**config.mk**
```make
export PLATFORM = sky130hd
export DESIGN_NAME = mem_arbiter
export DESIGN_NICKNAME = d
export VERILOG_FILES = /design/src/rtl/mem_arbiter.sv
export SDC_FILE = /design/constraint.sdc
export NUM_CORES = 1
export LEC_CHECK = 0
export CORE_AREA = 2 2 207 209
export CTS_CLUSTER_DIAMETER = 80
export DETAILED_ROUTE_END_ITERATION = 10
export DIE_AREA = 0 0 209 211
export PLACE_DENSITY_LB_ADDON = 0.12
export SLEW_MARGIN = 20
export SYNTH_ARGS = -nofsm -noshare
export SYNTH_HDL_FRONTEND = slang
export SYNTH_SLANG_ARGS = --single-unit
```
**constraint.sdc**
```tcl
create_clock -name clk -period 2.6 [get_ports clk]
set_input_delay 0.78 -clock clk [delete_from_list [all_inputs] [get_ports clk]]
set_output_delay 0.78 -clock clk [all_outputs]
set_load 0.01 [all_outputs]
```
**src/rtl/mem_arbiter.sv**
```systemverilog
// -----------------------------------------------------------------------------
// mem_arbiter
//
// Shares the single downstream memory/device access path between the core's
// instruction-fetch port and its memU data port. One transaction is in flight
// at a time: the winning request is captured in IDLE and held stable on the
// bus_* outputs for the whole BUSY state. Read data comes back to the granted
// port with a one-cycle ready pulse in RESP. A watchdog aborts a transaction
// that is never acknowledged and returns err = 1 with zero data.
//
// Build option:
//   MEM_ARB_RR_EN  undefined : fixed priority, the data port wins every contention
//   MEM_ARB_RR_EN  defined   : round robin on contention, using a last-grant
//                              register that resets to "fetch"
//
// Parameters:
//   TIMEOUT     maximum BUSY cycles before abort; 0 disables the watchdog
//
// Ports:
//   clk         core clock, rising-edge
//   rst         asynchronous reset, active low
//   if_req      fetch request (always a read)
//   if_addr     fetch address
//   if_ready    one-cycle completion pulse to fetch
//   if_rdata    fetch read data, valid with if_ready, held otherwise
//   if_err      fetch timeout error, valid with if_ready, held otherwise
//   mem_req     data request
//   mem_wen     1 = store, 0 = load
//   mem_addr    data address
//   mem_funct3  RISC-V size/sign code
//   mem_wdata   store data
//   mem_ready   one-cycle completion pulse to memU
//   mem_rdata   load data, valid with mem_ready, held otherwise
//   mem_err     data timeout error, valid with mem_ready, held otherwise
//   bus_valid   downstream request valid (high only in BUSY)
//   bus_wen     downstream write enable
//   bus_addr    downstream address
//   bus_funct3  downstream size code
//   bus_wdata   downstream write data
//   bus_ready   downstream completion; bus_rdata valid this cycle
//   bus_rdata   downstream read data
// -----------------------------------------------------------------------------
// state | meaning
// ------+---------------------------------------------------------------------
// IDLE  | no transaction; arbitrate and capture a request when one is present
// BUSY  | request presented on bus_*; wait for bus_ready or watchdog expiry
// RESP  | one-cycle ready pulse to the granted port; back to IDLE next cycle
// -----------------------------------------------------------------------------

module mem_arbiter #(
   parameter int unsigned TIMEOUT = 1024
) (
   input  logic        clk,
   input  logic        rst,

   input  logic        if_req,
   input  logic [63:0] if_addr,
   output logic        if_ready,
   output logic [63:0] if_rdata,
   output logic        if_err,

   input  logic        mem_req,
   input  logic        mem_wen,
   input  logic [63:0] mem_addr,
   input  logic [2:0]  mem_funct3,
   input  logic [63:0] mem_wdata,
   output logic        mem_ready,
   output logic [63:0] mem_rdata,
   output logic        mem_err,

   output logic        bus_valid,
   output logic        bus_wen,
   output logic [63:0] bus_addr,
   output logic [2:0]  bus_funct3,
   output logic [63:0] bus_wdata,
   input  logic        bus_ready,
   input  logic [63:0] bus_rdata
);

   typedef enum logic [1:0] {
      ST_IDLE = 2'd0,
      ST_BUSY = 2'd1,
      ST_RESP = 2'd2
   } state_t;

   // Fetches are always issued as 32-bit zero-extended loads (LWU).
   localparam logic [2:0] FUNCT3_LWU = 3'b110;

   // The watchdog is a down-counter loaded with TIMEOUT-1 on entry to BUSY;
   // reaching zero without bus_ready means bus_valid has been high for exactly
   // TIMEOUT cycles.
   localparam int unsigned      CNT_W    = (TIMEOUT > 1) ? $clog2(TIMEOUT) : 1;
   localparam logic [CNT_W-1:0] CNT_LOAD = (TIMEOUT > 0) ? CNT_W'(TIMEOUT - 1) : '0;
   localparam bit               WDOG_EN  = (TIMEOUT != 0);

   state_t           state;
   state_t           state_nxt;

   logic             any_req;
   logic             pick_mem;
   logic             grant_mem;
   logic             accept;
   logic             finish;

   logic [CNT_W-1:0] wdog_cnt;
   logic             wdog_tc;

   logic             hold_wen;
   logic [63:0]      hold_addr;
   logic [2:0]       hold_funct3;
   logic [63:0]      hold_wdata;

   assign any_req = if_req | mem_req;
   assign accept  = (state == ST_IDLE) && any_req;
   assign wdog_tc = WDOG_EN && (wdog_cnt == '0);
   // bus_ready wins over a simultaneous watchdog expiry.
   assign finish  = (state == ST_BUSY) && (bus_ready || wdog_tc);

   // --------------------------------------------------------------------------
   // Arbitration
   // --------------------------------------------------------------------------
`ifdef MEM_ARB_RR_EN
   logic last_mem;

   // On contention the port not granted last time wins; a lone requester is
   // granted regardless of history.
   assign pick_mem = mem_req && (!if_req || !last_mem);

   always_ff @(posedge clk or negedge rst) begin
      if (!rst) begin
         last_mem <= 1'b0;
      end else if (accept) begin
         last_mem <= pick_mem;
      end
   end
`else
   // Fixed priority: the data port always wins, fetch may be starved.
   assign pick_mem = mem_req;
`endif

   // --------------------------------------------------------------------------
   // FSM
   // --------------------------------------------------------------------------
   always_ff @(posedge clk or negedge rst) begin
      if (!rst) begin
         state <= ST_IDLE;
      end else begin
         state <= state_nxt;
      end
   end

   always_comb begin
      state_nxt = state;
      bus_valid = 1'b0;
      if_ready  = 1'b0;
      mem_ready = 1'b0;
      case (state)
         ST_IDLE: begin
            if (any_req) begin
               state_nxt = ST_BUSY;
            end
         end
         ST_BUSY: begin
            bus_valid = 1'b1;
            if (bus_ready || wdog_tc) begin
               state_nxt = ST_RESP;
            end
         end
         ST_RESP: begin
            if_ready  = !grant_mem;
            mem_ready = grant_mem;
            state_nxt = ST_IDLE;
         end
         default: begin
            state_nxt = ST_IDLE;
         end
      endcase
   end

   // --------------------------------------------------------------------------
   // Request capture and watchdog
   // --------------------------------------------------------------------------
   always_ff @(posedge clk or negedge rst) begin
      if (!rst) begin
         grant_mem   <= 1'b0;
         hold_wen    <= 1'b0;
         hold_addr   <= '0;
         hold_funct3 <= '0;
         hold_wdata  <= '0;
         wdog_cnt    <= '0;
      end else if (accept) begin
         grant_mem <= pick_mem;
         wdog_cnt  <= CNT_LOAD;
         if (pick_mem) begin
            hold_wen    <= mem_wen;
            hold_addr   <= mem_addr;
            hold_funct3 <= mem_funct3;
            hold_wdata  <= mem_wdata;
         end else begin
            hold_wen    <= 1'b0;
            hold_addr   <= if_addr;
            hold_funct3 <= FUNCT3_LWU;
            hold_wdata  <= '0;
         end
      end else if ((state == ST_BUSY) && !finish && (wdog_cnt != '0)) begin
         wdog_cnt <= wdog_cnt - CNT_W'(1);
      end
   end

   // bus_* fields are driven only while the request is live so that nothing
   // stale is presented downstream between transactions.
   assign bus_wen    = (state == ST_BUSY) ? hold_wen    : 1'b0;
   assign bus_addr   = (state == ST_BUSY) ? hold_addr   : '0;
   assign bus_funct3 = (state == ST_BUSY) ? hold_funct3 : '0;
   assign bus_wdata  = (state == ST_BUSY) ? hold_wdata  : '0;

   // --------------------------------------------------------------------------
   // Response registers
   // Each port keeps its own rdata/err so the values hold between pulses;
   // only the granted port is updated, on the BUSY->RESP edge.
   // --------------------------------------------------------------------------
   always_ff @(posedge clk or negedge rst) begin
      if (!rst) begin
         if_rdata  <= '0;
         if_err    <= 1'b0;
         mem_rdata <= '0;
         mem_err   <= 1'b0;
      end else if (finish) begin
         if (grant_mem) begin
            mem_rdata <= bus_ready ? bus_rdata : '0;
            mem_err   <= !bus_ready;
         end else begin
            if_rdata  <= bus_ready ? bus_rdata : '0;
            if_err    <= !bus_ready;
         end
      end
   end

endmodule

```
==> flow_summary.ini, run 1 <==
[yosys]
synthesis.nets = 1213
avgSynthCellArea_um2 = 12.1
yosys_register_bits = 275
syn_inst = 947
postSynth.asyncResetShare = 1.00
synth_ff_type = dfrtp_1
synth.distinct_cells = 36
ys_warn_count = 0
netlist_area_um2 = 11500
synth_seq_area_share = 0.600
synth_edf_count = 0

[floorplan]
pin_count = 530
dieArea_um2 = 44100
fp.dieH_um = 211
die-width_um = 209
coreArea_um2 = 41800
initial_utilization = 0.275
num_rows = 75

[clocking]
cts_tree = built
cts_made_buffers = 35
cts.path.max_buffers = 3
clockRootBuffer = clkbuf_16
path_clk_slew_ns = 0.05
clock_sinks = 275
hold_buffers = 0
clock_latency_ns = 0.54
htree_levels = 2

[finish]
layout_common_cells = clkdlybuf4s50_1, dfrtp_1, a22o_1
diodes = 0
ff_latch_area_um2 = 6880
multi_input_area_um2 = 4300
finish.utilization = 0.448
final_common_cell = clkdlybuf4s50_1
nets = 1750
drive_above_1_share = 0.193
area_growth_pct = 63.2
n_fill_cell = 3899

[timing]
finalHoldViolations = 0
rsz0062_at_grt = yes
relSlewSlack = 0.645
skew_ns = 0.0199
setup_viol = 0
max_slew.worst_pin.slew_ns = 0.533
setup_tns_ns = 0
fin_crit_sh = 0.991
max_freq_ghz = 0.388
fin_crit_ns = 2.58
slew_viol_final = 0

[power]
power.density_nw_per_um2 = 1180
p_clk_frac = 0.222
p_sw_frac = 0.342
seqPwrFrac = 0.333
power_mw = 22.0
power.net_switching_mw = 7.53
p_int_mw = 14.5
combinationalPowerShare = 0.445
irDropWorstVdd_mv = 0.445
leakage_nw = 8.74

[global_routing]
grt_max_degree = 103
grt_pass1_vias = 9846
track_usage = 0.194
grt_pass1_wl_um = 64600
grt.overflow.total = 0
antenna_found_initial = 2

[place]
dpl.hpwl_um = 29300
portBuffers = 529
place.gp.congestion = 0.771

[route]
via_per_inst = 4.68
drtIter0Drc = 599
dr.pass1.iters = 5
post_drt_wl_per_cell_um = 21.4
num_vias = 9589
routed_wl_um = 43900
drc = 0
ant_nets = 0

[outcome]
status = finished clean

[worst_setup_path]
required_ns = 1.82
arrival_ns = 1.80
crit_type = reg2out
end_kind = output pin
cp_max_fo = 6
startpoint_type = register

[job]
maxCapViolCount = 0

[worst_hold_path]
hold_path_class = in2async
## metal layers
layer | vias to the layer above | GRT usage | routed length [um]
li1 | 4473 | - | -
met1 | 4644 | 0.253 | 18700
met2 | 417 | 0.313 | 20700
met3 | 53 | 0.0580 | 3730
met4 | 2 | 0.0534 | 780
met5 | - | 0 | 11
## final cells by class
type,instances,area share
sequential,275,0.368
timing repair buffer,580,0.303
multi-input combinational,587,0.230
clock buffer,50,0.0547
tap,539,0.0360
clock inverter,12,0.00735
inverter,5,0.00127
## critical path: stages (launching register included)
cell and delay (ns):
dfrtp_1 0.40, nand2b_4 0.10, clkinv_4 0.06, buf_12 0.15, buf_12 0.15, buf_12 0.14
and2_4 0.15, buf_6 0.11
## registers in the layout, indices dropped and copies added (netlist names), 2 cells and up
signal / count
hold_addr: 64
hold_wdata: 64
if_rdata: 64
mem_rdata: 64
wdog_cnt: 10
hold_funct3: 3
state: 2
## cells by family after synthesis
family | count (synthesis) | share of synthesized area
mux | 67 | 0.0585
xor+xnor | 1 | 0.000764
buf+inv | 85 | 0.0357
simple gates | 240 | 0.115
compound gates | 278 | 0.189
flops | 275 | 0.600
fa+ha+maj | 1 | 0.00109
## cell usage after synthesis (all sizes together) (2+ instances only)
cell type,count,share of area
a21oi,6,0.0026
a22o,194,0.15
and2,136,0.074
and3,2,0.0011
buf,23,0.015
clkbuf,57,0.019
dfrtp,275,0.60
inv,5,0.0016
mux2i,67,0.058
nand2,71,0.023
nor2,14,0.0046
nor3,3,0.0013
nor4,2,0.0024
o21ai,69,0.032
o22a,2,0.0015
o31ai,2,0.0013
or3,3,0.0016
## power groups by stage
stage                     Sequential, mW  Combinational, mW  Clock (mW)
final                               7.33               9.80        4.90
after global routing                7.57               10.5        5.25
after CTS                           7.33               9.70        5.08
after detailed placement            7.31               9.21           0
after global placement              7.36               9.17           0
after floorplan                     7.42               3.81           0
## through the flow
step	hold slack (ns)	setup WS (ns)	instance area (um^2)	std cells
2_1_floorplan	0.442	0.283	11500	947
3_3_place_gp	0.454	0.0844	17500	1966
3_5_place_dp	0.461	0.0995	17500	1966
4_1_cts	0.190	-0.159	18600	2044
5_1_grt	0.214	-0.0424	18700	2048
6_report	0.203	0.0238	18700	2048
## final timing paths
path                       cells after the start                 startpoint                        end  slack, ns
setup reg to reg                               8    wdog_cnt[0]$_DFFE_PN0P_   if_rdata[57]$_DFFE_PN0P_       0.41
setup / recovery                               7       state[0]$_DFFE_PN0P_               bus_addr[10]       0.02
hold reg to reg                                2  hold_addr[33]$_DFFE_PN0P_  hold_addr[33]$_DFFE_PN0P_       0.47
max in group asynchronous                      2                        rst   if_rdata[60]$_DFFE_PN0P_       1.73
hold / removal                                 1                        rst   mem_rdata[7]$_DFFE_PN0P_       0.20
min in group clk                               2  hold_addr[33]$_DFFE_PN0P_  hold_addr[33]$_DFFE_PN0P_       0.47
## repair_timing
action,CTS,global route
resized for setup,563,58
pin swaps,13,10
cloned,8,4
buffers inserted,8,4
endpoints found under the setup margin,135,82
No activity file was read; power rests on OpenSTA's default activity.
==> run 2: changes to the inputs <==
--- a/config.mk
+++ b/config.mk
@@ -5,11 +5,13 @@
 export SDC_FILE = /design/constraint.sdc
 export NUM_CORES = 1
 export LEC_CHECK = 0
+export ABC_CLOCK_PERIOD_IN_PS = 2600
 export CORE_AREA = 2 2 207 209
 export CTS_CLUSTER_DIAMETER = 80
 export DETAILED_ROUTE_END_ITERATION = 10
 export DIE_AREA = 0 0 209 211
-export PLACE_DENSITY_LB_ADDON = 0.12
+export HOLD_SLACK_MARGIN = 0.06
+export PLACE_DENSITY = 0.67
 export SLEW_MARGIN = 20
 export SYNTH_ARGS = -nofsm -noshare
 export SYNTH_HDL_FRONTEND = slang
==> run 2 against run 1 <==
Cell count barely moved. Via count rose by 1.4%. Total power fell by 2.7%. The run now ends with setup timing left. First-iteration DRC count fell by 13%. Critical path type unchanged. Sequential share of layout area rose by 0.24 points. Count of clock-buffer cells in the layout fell by 7. Design area fell by 0.66%. Sequential cell count did not move. Clock skew rose by 0.0011 ns.
==> flow_summary.ini, run 2 (synthesis gave the netlist of run 1 again) <==
[finish]
nets = 1751
multi_input_area_um2 = 4290
layout_common_cells = clkdlybuf4s50_1, dfrtp_1, a22o_1
final_design_area_no_fill_um2 = 18600
finish.utilization = 0.445
ff_latch_area_um2 = 6880
final_common_cell = clkdlybuf4s50_1
drive_above_1_share = 0.192
n_fill_cell = 3938
area_growth_pct = 62.1
fin_cells = 2047

[worst_hold_path]
hold_path_class = in2async

[timing]
slew_viol_final = 0
max_slew.worst_pin.slew_ns = 0.601
rsz0062_at_grt = yes
finalWorstSetupSlack_ns = -0.00889
skew_ns = 0.0210
fin_crit_sh = 1.00
finalHoldViolations = 0
setup_viol = 15
max_freq_ghz = 0.383
fin_crit_ns = 2.61
relSlewSlack = 0.599
setup_tns_ns = -0.0474

[worst_setup_path]
arrival_ns = 1.83
crit_path_max_incr_delay_ns = 0.40
crit_type = reg2out
cpMaxStageDelayCell = dfrtp_1
ff2ff_path_depth = 8
r2r-end = if_rdata[23]$_DFFE_PN0P_
required_ns = 1.82
reg2reg_from = wdog_cnt[0]$_DFFE_PN0P_
end_kind = output pin
cp-endpoint = bus_addr[2]
cp_max_fo = 21
timing.critical_path.cells = nand2b_4 -> clkinv_8 -> buf_8 -> buf_12 -> buf_12 -> and2_1 -> buf_2
cpMostUsedCell = buf_12
cp-startpoint = state[0]$_DFFE_PN0P_
startpoint_type = register
timing.reg2reg.setup_slack_ns = 0.42

[global_routing]
antenna_found_initial = 1
grt_pass1_wl_um = 61500
grt.overflow.total = 0
grt_max_degree = 67
track_usage = 0.180
grt_pass1_vias = 10400

[floorplan]
num_rows = 75
initial_utilization = 0.275
die-width_um = 209
fp.dieH_um = 211
dieArea_um2 = 44100
coreArea_um2 = 41800
pin_count = 530

[route]
routed_wl_um = 40400
post_drt_wl_per_cell_um = 19.7
via_per_inst = 4.75
num_vias = 9727
dr.pass1.iters = 4
drtIter0Drc = 520
drc = 0
ant_nets = 0

[clocking]
clock_latency_ns = 0.54
path_clk_slew_ns = 0.06
htree_levels = 2
cts_tree = built
hold_buffers = 0
cts_made_buffers = 35
clock_sinks = 275
clockRootBuffer = clkbuf_16
cts.path.max_buffers = 3

[outcome]
violations = setup timing
status = finished, violations left

[job]
maxCapViolCount = 0

[place]
placed_area_um2 = 17600
place.gp.congestion = 0.797
dp.cells = 1977
dp_slack_ns = 0.128
portBuffers = 529
dpl.hpwl_um = 28000

[power]
leakage_nw = 8.68
irDropWorstVdd_mv = 0.483
power.density_nw_per_um2 = 1150
run 2: report_power, final:
group	switching, mW	internal (mW)
sequential	1.10	6.17
combinational	4.25	5.19
clock	1.93	2.80
run 2: timing repair:
action,in CTS,in global routing
buffers inserted,5,1
gates resized for setup,575,39
gates cloned,4,1
pin swaps,8,9
endpoints found under the setup margin,135,90
run 2: critical path: cells and delay by family (launching register included):
kind / cells / cell delay (ns)
buffers and inverters: 5 / 0.61
and+or+nand+nor: 2 / 0.27
DFF: 1 / 0.40
run 2: layout make-up:
type	count	share of cell area
tap	539	0.0363
multi-input combinational	587	0.230
clock buffer	43	0.0525
clock inverter	16	0.00902
inverter	5	0.00168
sequential	275	0.370
antenna	1	0.000135
timing repair buffer	581	0.300
run 2: worst min path at each step:
stage	from	to	slack, ns	depth (start not counted)
4_1_cts	rst	hold_addr[1]$_DFFE_PN0P_	0.22	1
3_5_place_dp	hold_addr[29]$_DFFE_PN0P_	hold_addr[29]$_DFFE_PN0P_	0.46	2
5_1_grt	rst	hold_addr[1]$_DFFE_PN0P_	0.23	1
2_1_floorplan	hold_addr[0]$_DFFE_PN0P_	hold_addr[0]$_DFFE_PN0P_	0.44	2
3_3_place_gp	hold_addr[52]$_DFFE_PN0P_	hold_addr[52]$_DFFE_PN0P_	0.45	2
6_report	rst	hold_addr[1]$_DFFE_PN0P_	0.21	1
run 2: metal layers:
metal | share of wire | wire, um | track usage | up-vias
li1 | - | - | - | 4478
met1 | 0.41 | 16500 | 0.221 | 4761
met2 | 0.48 | 19500 | 0.300 | 426
met3 | 0.080 | 3210 | 0.0553 | 62
met4 | 0.026 | 1040 | 0.0626 | 0
met5 | 0 | 0 | 0 | -
run 2: through the flow:
stage	hold WS [ns]	power [mW]
detailed placement	0.463	16.6
finish	0.208	21.4
floorplan	0.442	11.2
global route	0.229	22.8
CTS	0.218	21.6
global placement	0.454	16.4
